### src/rtl/tdm_demux8_if.sv
// Bus bundle for the 8-channel TDM demultiplexer: serial sample lane in, rebuilt frame out.
// The master modport drives the serial lane and the slave modport (the demux) drives the frame outputs.
interface tdm_demux8_if #(
  parameter int WIDTH = 1
);
  logic               in_valid;
  logic               in_sync;
  logic [WIDTH-1:0]   in_data;
  logic [8*WIDTH-1:0] out_data;
  logic               out_valid;
  logic               frame_err;
  logic               par_err;
  logic [3:0]         slot;

  modport master (
    output in_valid, in_sync, in_data,
    input  out_data, out_valid, frame_err, par_err, slot
  );

  modport slave (
    input  in_valid, in_sync, in_data,
    output out_data, out_valid, frame_err, par_err, slot
  );
endinterface

### src/rtl/tdm_demux8.sv
// Time-division demultiplexer: sync-aligned slot counter fills eight shadow channels, then publishes them atomically.
// Optional TDM_DEMUX_PARITY_EN adds a ninth XOR parity slot per frame and drives par_err.
module tdm_demux8 #(
  parameter int WIDTH = 1
) (
  input  logic         clk,
  input  logic         rst_n,
  tdm_demux8_if.slave  bus
);

`ifdef TDM_DEMUX_PARITY_EN
  localparam logic [3:0] LAST_SLOT = 4'd8;
`else
  localparam logic [3:0] LAST_SLOT = 4'd7;
`endif

  typedef enum logic {
    HUNT    = 1'b0,
    COLLECT = 1'b1
  } state_t;

  state_t             state;
  logic [3:0]         slot_q;
  logic [WIDTH-1:0]   shadow [8];

  logic [8*WIDTH-1:0] data_p1;
  logic               vld_p1;
  logic               ferr_p1;

  logic               store_en;
  logic [2:0]         store_idx;
  logic [8*WIDTH-1:0] frame_word;

`ifdef TDM_DEMUX_PARITY_EN
  logic               perr_p1;

  function automatic logic [WIDTH-1:0] frame_parity(input logic [8*WIDTH-1:0] word);
    logic [WIDTH-1:0] acc;
    acc = '0;
    for (int k = 0; k < 8; k++) begin
      acc = acc ^ word[k*WIDTH +: WIDTH];
    end
    return acc;
  endfunction
`endif

  // A sync sample always lands in channel 0; otherwise data slots 1..7 are stored in place.
  always_comb begin
    store_en  = 1'b0;
    store_idx = 3'd0;
    if (bus.in_valid) begin
      if (bus.in_sync) begin
        store_en  = 1'b1;
        store_idx = 3'd0;
      end else if (state == COLLECT && slot_q != 4'd0 && slot_q < 4'd8) begin
        store_en  = 1'b1;
        store_idx = slot_q[2:0];
      end
    end
  end

  // Without parity the last channel bypasses the shadow so the frame publishes on its own accept.
  always_comb begin
    frame_word = '0;
    for (int k = 0; k < 7; k++) begin
      frame_word[k*WIDTH +: WIDTH] = shadow[k];
    end
`ifdef TDM_DEMUX_PARITY_EN
    frame_word[7*WIDTH +: WIDTH] = shadow[7];
`else
    frame_word[7*WIDTH +: WIDTH] = bus.in_data;
`endif
  end

  always_ff @(posedge clk) begin
    if (store_en) begin
      shadow[store_idx] <= bus.in_data;
    end
  end

  // Stage p1: registered frame, strobes, slot counter and framing state.
  always_ff @(posedge clk or negedge rst_n) begin
    if (!rst_n) begin
      state   <= HUNT;
      slot_q  <= 4'd0;
      data_p1 <= '0;
      vld_p1  <= 1'b0;
      ferr_p1 <= 1'b0;
`ifdef TDM_DEMUX_PARITY_EN
      perr_p1 <= 1'b0;
`endif
    end else begin
      vld_p1  <= 1'b0;
      ferr_p1 <= 1'b0;
`ifdef TDM_DEMUX_PARITY_EN
      perr_p1 <= 1'b0;
`endif
      if (bus.in_valid) begin
        case (state)
          HUNT: begin
            if (bus.in_sync) begin
              state  <= COLLECT;
              slot_q <= 4'd1;
            end
          end
          COLLECT: begin
            if (bus.in_sync) begin
              slot_q <= 4'd1;
              if (slot_q != 4'd0) begin
                ferr_p1 <= 1'b1;
              end
            end else if (slot_q == 4'd0) begin
              ferr_p1 <= 1'b1;
              state   <= HUNT;
            end else if (slot_q == LAST_SLOT) begin
              data_p1 <= frame_word;
              vld_p1  <= 1'b1;
              slot_q  <= 4'd0;
`ifdef TDM_DEMUX_PARITY_EN
              perr_p1 <= (bus.in_data != frame_parity(frame_word));
`endif
            end else begin
              slot_q <= slot_q + 4'd1;
            end
          end
          default: begin
            state  <= HUNT;
            slot_q <= 4'd0;
          end
        endcase
      end
    end
  end

  assign bus.out_data  = data_p1;
  assign bus.out_valid = vld_p1;
  assign bus.frame_err = ferr_p1;
  assign bus.slot      = slot_q;
`ifdef TDM_DEMUX_PARITY_EN
  assign bus.par_err   = perr_p1;
`else
  assign bus.par_err   = 1'b0;
`endif

endmodule

### src/flat_wrapper.sv
// flat-port wrapper written by rule: the top's interface ports become plain ports
module tdm_demux8_flat 
#(
  parameter int WIDTH = 1
)
  (clk, rst_n, bus_in_valid, bus_in_sync, bus_in_data, bus_out_data, bus_out_valid, bus_frame_err, bus_par_err, bus_slot);
  tdm_demux8_if #(.WIDTH(WIDTH)) bus_i ();
  input  logic clk;
  input  logic rst_n;
  input wire logic [$bits(bus_i.in_valid)-1:0] bus_in_valid;
  input wire logic [$bits(bus_i.in_sync)-1:0] bus_in_sync;
  input wire logic [$bits(bus_i.in_data)-1:0] bus_in_data;
  output wire logic [$bits(bus_i.out_data)-1:0] bus_out_data;
  output wire logic [$bits(bus_i.out_valid)-1:0] bus_out_valid;
  output wire logic [$bits(bus_i.frame_err)-1:0] bus_frame_err;
  output wire logic [$bits(bus_i.par_err)-1:0] bus_par_err;
  output wire logic [$bits(bus_i.slot)-1:0] bus_slot;
  assign bus_i.in_valid = bus_in_valid;
  assign bus_i.in_sync = bus_in_sync;
  assign bus_i.in_data = bus_in_data;
  assign bus_out_data = bus_i.out_data;
  assign bus_out_valid = bus_i.out_valid;
  assign bus_frame_err = bus_i.frame_err;
  assign bus_par_err = bus_i.par_err;
  assign bus_slot = bus_i.slot;
  tdm_demux8 #(.WIDTH(WIDTH)) u_core (.clk(clk), .rst_n(rst_n), .bus(bus_i));
endmodule
### config.mk
export PLATFORM = sky130hd
export DESIGN_NAME = tdm_demux8_flat
export DESIGN_NICKNAME = d
export VERILOG_FILES = /design/src/rtl/tdm_demux8_if.sv /design/src/rtl/tdm_demux8.sv /design/src/flat_wrapper.sv
export SDC_FILE = /design/constraint.sdc
export NUM_CORES = 1
export LEC_CHECK = 0
export BUFFER_PORTS_ARGS = -buffer_cell sky130_fd_sc_hd__clkbuf_2
export CAP_MARGIN = 20
export CELL_PAD_IN_SITES_DETAIL_PLACEMENT = 2
export CELL_PAD_IN_SITES_GLOBAL_PLACEMENT = 2
export CORE_MARGIN = 2
export CORE_UTILIZATION = 37
export CTS_BUF_LIST = sky130_fd_sc_hd__clkbuf_8
export DETAILED_ROUTE_END_ITERATION = 10
export GPL_ROUTABILITY_DRIVEN = 1
export PLACE_DENSITY = 0.77
export SYNTH_ARGS = -nofsm -noshare
export SYNTH_HDL_FRONTEND = slang
export SYNTH_SLANG_ARGS = --single-unit
### constraint.sdc
create_clock -name clk -period 2 [get_ports clk]
set_input_delay 0.3 -clock clk [delete_from_list [all_inputs] [get_ports clk]]
set_output_delay 0.3 -clock clk [all_outputs]
set_load 0.02 [all_outputs]
==> results.yml, run 1 <==
outcome:
  status: "completed"
setup_path:
  crit_cells: 8
  critPathTopFamily: "simple AND/OR/NAND/NOR gates"
  cp_max_fo: 8
  crit_end: "u_core.bus.out_data[6]"
  critPathArrivalTime_ns: 2.06
  crit_buf_inv: 2
  r2r_setup_slack_ns: 0.09
  cp-startpoint: "u_core.bus.slot[0]"
  slowest_stage: "dfrtp_1"
  r2r_cells: 8
  start_kind: "register"
  critPathCaptureType: "register"
  crit_required_ns: 2.15
  path_class: "register to register"
  r2r_start: "u_core.bus.slot[0]"
  cp_cell_sequence: "inv_1 -> ha_1 -> nand2_1 -> ha_1 -> nand2_1 -> nor3_4 -> buf_12 -> mux2_2"
  r2r-end: "u_core.bus.out_data[6]"
  slowest_delay_ns: 0.37
layout:
  seq_area_um2: 586
  final_core_util_pct: 47.6
  syn2layout_area_growth_pct: 22.0
  antenna_cells: 0
  multiInputGateArea_um2: 454
  fin_nets: 124
  num-fill-cells: 287
  drive_gt1_share_pct: 39.5
clocking:
  post_cts_resized: 0
  cts-htree-levels: 1
  clk_path_buf_depth: 2
  cts_tree: "built"
  cts.clk_slew.worst_paths_ns: 0.08
  numCtsBuffers: 3
  insertion_delay_ns: 0.26
  clock-root-buffer: "clkbuf_8"
  cts.sinks: 22
grt:
  gr-total-overflow: 0
  grt_max_degree: 16
  track_usage_pct: 17.4
  grt_pass1_vias: 884
  grt_pass1_wl_um: 4310
  antenna_found_initial: 0
power_and_ir_drop:
  ir_drop_mv: 0.725
  p_leak_uw: 0.000614
  power.density_mw_per_mm2: 1450
yosys:
  synth-seq-cells: 22
  syn_nets: 97
  syn-instance-count: 88
  syn-mean-instance-area_um2: 12.2
  yosysSeqAreaShare_pct: 54.4
  synth_area_leaders: "dfrtp_1 35%, edfxtp_1 20%, mux2_2 8.4%"
  yosysTopAreaCell: "dfrtp_1"
  yosysTopAreaCellShare_pct: 34.8
  synth_edf_count: 7
  syn-cell-area_mm2: 0.00108
  ys_types: 37
  ys_warn_count: 0
  synthFlopType: "dfrtp_1"
  synthArstFlopShare_pct: 68.2
routing:
  initialDrtViolationCount: 10
  vias: 780
  vias_per_cell: 5.38
  wire_per_inst_um: 18.3
  firstDrtPassIters: 3
  wirelength_um: 2660
  antenna_left: 0
  drc: 0
run:
  cap_violations: 0
place:
  io_buffers: 18
  gp_congestion: 0.788
  place.detailed.hpwl_um: 1890
timing:
  hold_ws_ns: 0.320
  period_needed_ns: 1.91
  final.setup_skew_ns: 0.00485
  post-route-period-util_pct: 95.4
  final-max-slew-violation-count: 0
  hold_violations: 0
  max_freq_mhz: 524
  setup_violations: 0
floorplan:
  start_util_pct: 39.1
  fp.dieW_um: 58.0
  die_height_um: 58.0
  die_area_mm2: 0.00336
  num_rows: 19
  ios: 20
  core_mm2: 0.00276
hold_path:
  hold_path.class: "input pin to register"
## report_power, final
part           internal, uW  total [uW]  switching [uW]
Combinational           352         901             549
Sequential              595         678            83.4
Clock                   175         323             147
Total                  1120        1900             780
## area by class of cell
type	instances	area share, %
flip-flops and latches	22	44.6
multi-input cells	57	34.6
repair buffers	25	12.0
clock buffers	4	4.19
well taps	31	2.95
inverters	6	1.71
## cells in the final DEF, fill, tap and decap left out, types with 2 or more instances in the layout
| master | instances |
|---|---|
| nand2_1 | 4 |
| inv_1 | 6 |
| o21ai_0 | 2 |
| clkbuf_8 | 4 |
| nand3_1 | 5 |
| a31oi_1 | 2 |
| clkbuf_2 | 18 |
| dfrtp_1 | 15 |
| buf_4 | 5 |
| edfxtp_1 | 7 |
| nor2_1 | 4 |
| a21oi_1 | 2 |
| ha_1 | 4 |
| nor3_1 | 2 |
| nand2b_1 | 2 |
| mux2_2 | 8 |
## metrics by stage
step | instances | total power (uW) | area (um^2) | TNS (ns) | worst slack, ns
2_1_floorplan | 88 | 1250 | 1080 | 0 | 0.0274
3_5_place_dp | 139 | 1580 | 1230 | 0 | 0.108
5_1_grt | 145 | 2020 | 1310 | -0.0247 | -0.0110
4_1_cts | 144 | 1920 | 1290 | 0 | 0.0508
3_3_place_gp | 139 | 1540 | 1230 | 0 | 0.226
6_report | 145 | 1900 | 1310 | 0 | 0.0922
## cells by family after synthesis
logic type | share of synthesized area [%]
compound gates | 10.3
fa+ha+maj | 4.65
buf+inv | 3.48
flops | 54.4
mux | 8.36
other cells | 0.348
simple gates | 18.5
## state kept, by name, indices dropped and copies added (netlist names)
register / cells
u_core.bus.out_data: 8
u_core.shadow: 7
u_core.bus.slot: 4
u_core.bus.frame_err: 1
u_core.bus.out_valid: 1
u_core.state: 1
## worst min path at each step
stage	start	end	depth (start not counted)
finish	bus_in_data	u_core.shadow[6]	1
global route	bus_in_data	u_core.shadow[1]	1
CTS	bus_in_data	u_core.shadow[6]	1
detailed placement	rst_n	u_core.bus.out_data[2]	1
global placement	rst_n	u_core.bus.out_data[2]	1
floorplan	rst_n	u_core.bus.frame_err	0
## metal layers
| layer | share of wire, % | vias up | GRT usage [%] |
|---|---|---|---|
| met5 | 0 | - | 0 |
| met2 | 55 | 12 | 33.3 |
| met1 | 42 | 396 | 20.1 |
| met3 | 2.5 | 0 | 2.68 |
| li1 | - | 372 | - |
| met4 | 0 | 0 | 3.99 |
## what timing repair did
| item | in CTS | in global routing |
|---|---|---|
| setup buffers | 0 | 1 |
| hold endpoints to repair | 15 | 0 |
| setup endpoints to repair | 0 | 8 |
| hold buffers | 1 | 0 |
## Yosys cell counts (4+ instances only)
| cell type | count |
|---|---|
| dfrtp_1 | 15 |
| edfxtp_1 | 7 |
| ha_1 | 4 |
| inv_1 | 6 |
| mux2_2 | 8 |
| nand2_1 | 4 |
| nand3_1 | 5 |
| nor2_1 | 4 |
No activity file was read; power rests on OpenSTA's default activity.
==> run 2, diff against run 1 <==
Settings changed: PLACE_DENSITY 0.77 to 0.85.
==> run 2 against run 1 <==
Effect of this change:
- design area is 0.57% higher
- die area is the same
- combinational power is essentially flat
- critical endpoint is now u_core.bus.out_data[1]
- largest cell class unchanged
==> results.yml, run 2 (synthesis results as in run 1) <==
outcome:
  status: "completed"
layout:
  largest_reg_flops: 8
  layout_common_cells: "18 x clkbuf_2, 15 x dfrtp_1, 8 x mux2_2"
  drive_gt1_share_pct: 40.0
  final_core_util_pct: 47.9
  syn2layout_area_growth_pct: 22.6
  antenna_cells: 0
  num-fill-cells: 292
  seq_area_um2: 586
  fin_nets: 125
  multiInputGateArea_um2: 454
  final_common_cell: "clkbuf_2"
floorplan:
  num_rows: 19
  die_height_um: 58.0
  core_mm2: 0.00276
  fp.dieW_um: 58.0
  start_util_pct: 39.1
  ios: 20
  die_area_mm2: 0.00336
timing:
  hold_violations: 0
  max_freq_mhz: 523
  final-max-slew-violation-count: 0
  post-route-period-util_pct: 95.5
  setup_violations: 0
  final.setup_skew_ns: 0.00107
  timing.setup.tns_ns: 0
  period_needed_ns: 1.91
grt:
  grt_pass1_vias: 896
  grt_max_degree: 16
  gr-total-overflow: 0
  grt_pass1_wl_um: 4660
  track_usage_pct: 19.1
  antenna_found_initial: 0
routing:
  wirelength_um: 2820
  initialDrtViolationCount: 7
  wire_per_inst_um: 19.3
  vias: 807
  antenna_left: 0
  drc: 0
  vias_per_cell: 5.53
  firstDrtPassIters: 4
power_and_ir_drop:
  p_leak_uw: 0.000619
  ir_drop_mv: 0.681
  power.density_mw_per_mm2: 1450
setup_path:
  cp_max_fo: 8
  path_class: "register to register"
  critPathArrivalTime_ns: 2.06
  critPathCaptureType: "register"
  start_kind: "register"
  crit_required_ns: 2.15
clocking:
  insertion_delay_ns: 0.26
  numCtsBuffers: 3
  clock-root-buffer: "clkbuf_8"
  clk_path_buf_depth: 2
  cts-htree-levels: 1
  cts.sinks: 22
  cts.clk_slew.worst_paths_ns: 0.08
  cts_tree: "built"
place:
  gp_congestion: 0.753
  place.detailed.hpwl_um: 2160
  io_buffers: 18
run:
  cap_violations: 0
hold_path:
  hold_path.class: "input pin to register"
-- run 2: changes by cell type in the layout (fill, tap and decap cells not counted) --
cell     previous run  this run
o21ai_1             0         1
buf_4               5         6
o21ai_0             2         1
-- run 2: timing repair --
action / 4_1_cts / 5_1_grt
gates resized for setup: 0 / 1
setup buffers: 0 / 1
endpoints found under the hold margin: 15 / 0
hold buffers: 1 / 0
endpoints found under the setup margin: 0 / 9
-- run 2: area by class of cell --
class                   instances  area share (%)
clock buffers                   4            4.17
inverters                       6            1.70
multi-input cells              57            34.4
flip-flops and latches         22            44.3
well taps                      31            2.94
repair buffers                 26            12.5
-- run 2: power by group --
part	total, uW	switching (uW)	internal [uW]	leakage [uW]
Combinational	903	550	354	0.000330
Sequential	690	94.1	595	0.000260
Clock	319	143	176	0.0000288
Total	1910	787	1120	0.000619
-- run 2: metal layers --
metal	global-route usage, %	up-vias	share of wire (%)
li1	-	375	-
met1	21.9	412	41
met2	35.9	17	55
met3	3.35	3	3.4
met4	5.98	0	1.1
met5	0	-	0
-- run 2: critical path, stage by stage, from the launching register on --
cell	delay (ns)
dfrtp_1	0.36
inv_1	0.11
ha_1	0.26
nand2_1	0.09
ha_1	0.16
nand2_1	0.09
nor3_4	0.25
buf_12	0.15
mux2_2	0.34
-- run 2: path summary, 6_finish.rpt --
kind	start	endpoint	slack, ns	cells past startpoint
max	u_core.bus.slot[0]	u_core.bus.out_data[1]	0.09	8
min	bus_in_data	u_core.shadow[4]	0.33	1
max reg2reg	u_core.bus.slot[0]	u_core.bus.out_data[1]	0.09	8
min reg2reg	u_core.shadow[3]	u_core.bus.out_data[3]	0.50	1
max in group asynchronous	rst_n	u_core.bus.out_data[6]	1.21	2
min in group asynchronous	rst_n	u_core.bus.out_data[3]	0.50	2
-- run 2: per-stage QoR --
step	std cells	area [um^2]	total power (uW)	worst slack [ns]	hold slack, ns
after CTS	145	1300	1930	0.0883	0.335
after floorplan	88	1080	1250	0.0274	0.00441
after detailed placement	140	1240	1610	0.0935	0.246
after global placement	140	1240	1550	0.236	0.236
after global routing	146	1320	2050	-0.0221	0.348
final	146	1320	1910	0.0895	0.333
==> run 3, diff against run 2 <==
Settings changed: ABC_AREA from default to 1, BUFFER_PORTS_ARGS -buffer_cell sky130_fd_sc_hd__clkbuf_2 to default, CORE_UTILIZATION 37 to 39, DONT_BUFFER_PORTS from default to 1.
==> run 3 against run 2 <==
Effect of this change:
- sequential cell count unchanged
- via count increased by 6.4%
- sequential power decreased by 20%
- critical path type unchanged
- largest cell class unchanged
- highest routed layer unchanged
==> results.yml, run 3 <==
grt:
  grt_pass1_wl_um: 5380
  track_usage_pct: 22.8
  grt_max_degree: 16
  antenna_found_initial: 0
  gr-total-overflow: 0
  grt_pass1_vias: 985
routing:
  drc: 0
  wire_per_inst_um: 20.6
  initialDrtViolationCount: 34
  vias: 859
  antenna_left: 0
  vias_per_cell: 5.30
  firstDrtPassIters: 4
  wirelength_um: 3330
clocking:
  insertion_delay_ns: 0.27
  cts.clk_slew.worst_paths_ns: 0.08
  numCtsBuffers: 3
  cts.sinks: 22
  cts-htree-levels: 1
  cts_hold_buf: 1
  post_cts_buffers: 0
  clk_path_buf_depth: 2
  clock-root-buffer: "clkbuf_8"
  post_cts_resized: 0
  cts_tree: "built"
yosys:
  syn-instance-count: 127
  ys_warn_count: 0
  synth-seq-cells: 22
  syn_nets: 136
  syn-mean-instance-area_um2: 9.03
  ys_types: 26
  yosysSeqAreaShare_pct: 51.0
  syn-cell-area_mm2: 0.00115
  synth_edf_count: 7
  synth_most_common_cell: "nand2_1"
  synth_area_leaders: "dfrtp_1 33%, edfxtp_1 18%, nand2_1 11%"
  synthFlopType: "dfrtp_1"
  yosysTopAreaCellShare_pct: 32.7
  yosysTopAreaCell: "dfrtp_1"
  synthTopCellsByCount: "35 x nand2_1, 15 x dfrtp_1, 13 x nor2_1"
  synthArstFlopShare_pct: 68.2
run:
  cap_violations: 0
layout:
  fin_nets: 141
  final_core_util_pct: 45.3
  largest_reg_flops: 8
  layout_common_cells: "35 x nand2_1, 15 x dfrtp_1, 13 x nor2_1"
  final_common_cell: "nand2_1"
  syn2layout_area_growth_pct: 9.71
  drive_gt1_share_pct: 17.6
  antenna_cells: 0
timing:
  hold_violations: 0
  final.setup_skew_ns: 0.00351
  max_freq_mhz: 545
  grt_setup_unrepaired: "false"
  period_needed_ns: 1.83
  post-route-period-util_pct: 91.7
  timing.setup.tns_ns: 0
  final-max-slew-violation-count: 0
  slew_headroom_pct: 52.5
  worst_slew_pin_slew_ns: 0.710
  setup_violations: 0
floorplan:
  core_mm2: 0.00278
  die_height_um: 58.2
  die_area_mm2: 0.00339
  start_util_pct: 41.3
  ios: 20
  num_rows: 19
  fp.dieW_um: 58.2
power_and_ir_drop:
  ir_drop_mv: 0.538
  p_leak_uw: 0.000627
  power.density_mw_per_mm2: 1060
setup_path:
  start_kind: "register"
  cp-startpoint: "u_core.bus.slot[0]"
  path_class: "register to register"
  crit_required_ns: 2.15
  critPathCaptureType: "register"
  cp_max_fo: 5
  r2r_start: "u_core.bus.slot[0]"
  critPathArrivalTime_ns: 1.99
place:
  place.detailed.hpwl_um: 2140
  gp_congestion: 0.885
  io_buffers: 0
hold_path:
  holdCritStartpoint: "bus_in_sync"
  hold_path.class: "input pin to register"
outcome:
  status: "completed"
run 3: final timing paths:
kind,end,slack (ns),cells after the start
max,u_core.bus.slot[3],0.17,11
min,u_core.bus.out_valid,0.09,1
max reg2reg,u_core.bus.slot[3],0.17,11
min reg2reg,u_core.bus.out_data[4],0.51,2
max in group asynchronous,u_core.bus.frame_err,1.03,1
min in group asynchronous,u_core.bus.out_data[0],0.52,1
run 3: area by class of cell:
| type | count | area [um^2] |
|---|---|---|
| clock inverters | 1 | 30.0 |
| flip-flops and latches | 22 | 586 |
| inverters | 15 | 56.3 |
| repair buffers | 4 | 32.5 |
| well taps | 31 | 38.8 |
| multi-input cells | 86 | 474 |
| fillers | 310 | 1520 |
| clock buffers | 3 | 41.3 |
run 3: logic make-up (layout without fill, tap and decap cells):
family	Yosys count	count (layout)	share of synthesized area, %
compound gates	6	6	3.60
flops	22	22	51.0
other cells	1	1	0.327
simple gates	74	74	32.3
buf+inv	19	23	7.63
fa+ha+maj	4	4	4.36
xor+xnor	1	1	0.763
run 3: report_power, final:
part	leakage, uW	total, uW	internal [uW]	switching (uW)
Clock	0.0000357	426	268	158
Sequential	0.000266	554	503	51.0
Combinational	0.000325	360	105	256
run 3: worst max-delay path, stage by stage, from the launching register on:
cell and delay, ns:
dfrtp_1 0.36, inv_1 0.07, ha_1 0.23, nand2_1 0.10
nor2_1 0.07, ha_1 0.24, a21oi_4 0.21, nand2_2 0.13
inv_2 0.08, nand2_1 0.06, nand2_1 0.10, inv_1 0.08
run 3: routing by layer:
metal,track usage [%],share of wire [%]
met5,0,0
met4,11.0,2.3
met3,2.68,2.5
met2,36.7,49
met1,30.4,46
run 3: per-stage QoR:
stage | hold WS, ns | power, uW | cells | instance area, um^2 | setup slack (ns)
after floorplan | 0.00441 | 803 | 127 | 1150 | 0.277
after global placement | 0.00474 | 874 | 157 | 1180 | 0.486
after detailed placement | 0.00474 | 893 | 157 | 1180 | 0.364
after CTS | 0.0939 | 1350 | 162 | 1260 | 0.207
after global routing | 0.0914 | 1400 | 162 | 1260 | 0.0662
final | 0.0933 | 1340 | 162 | 1260 | 0.166
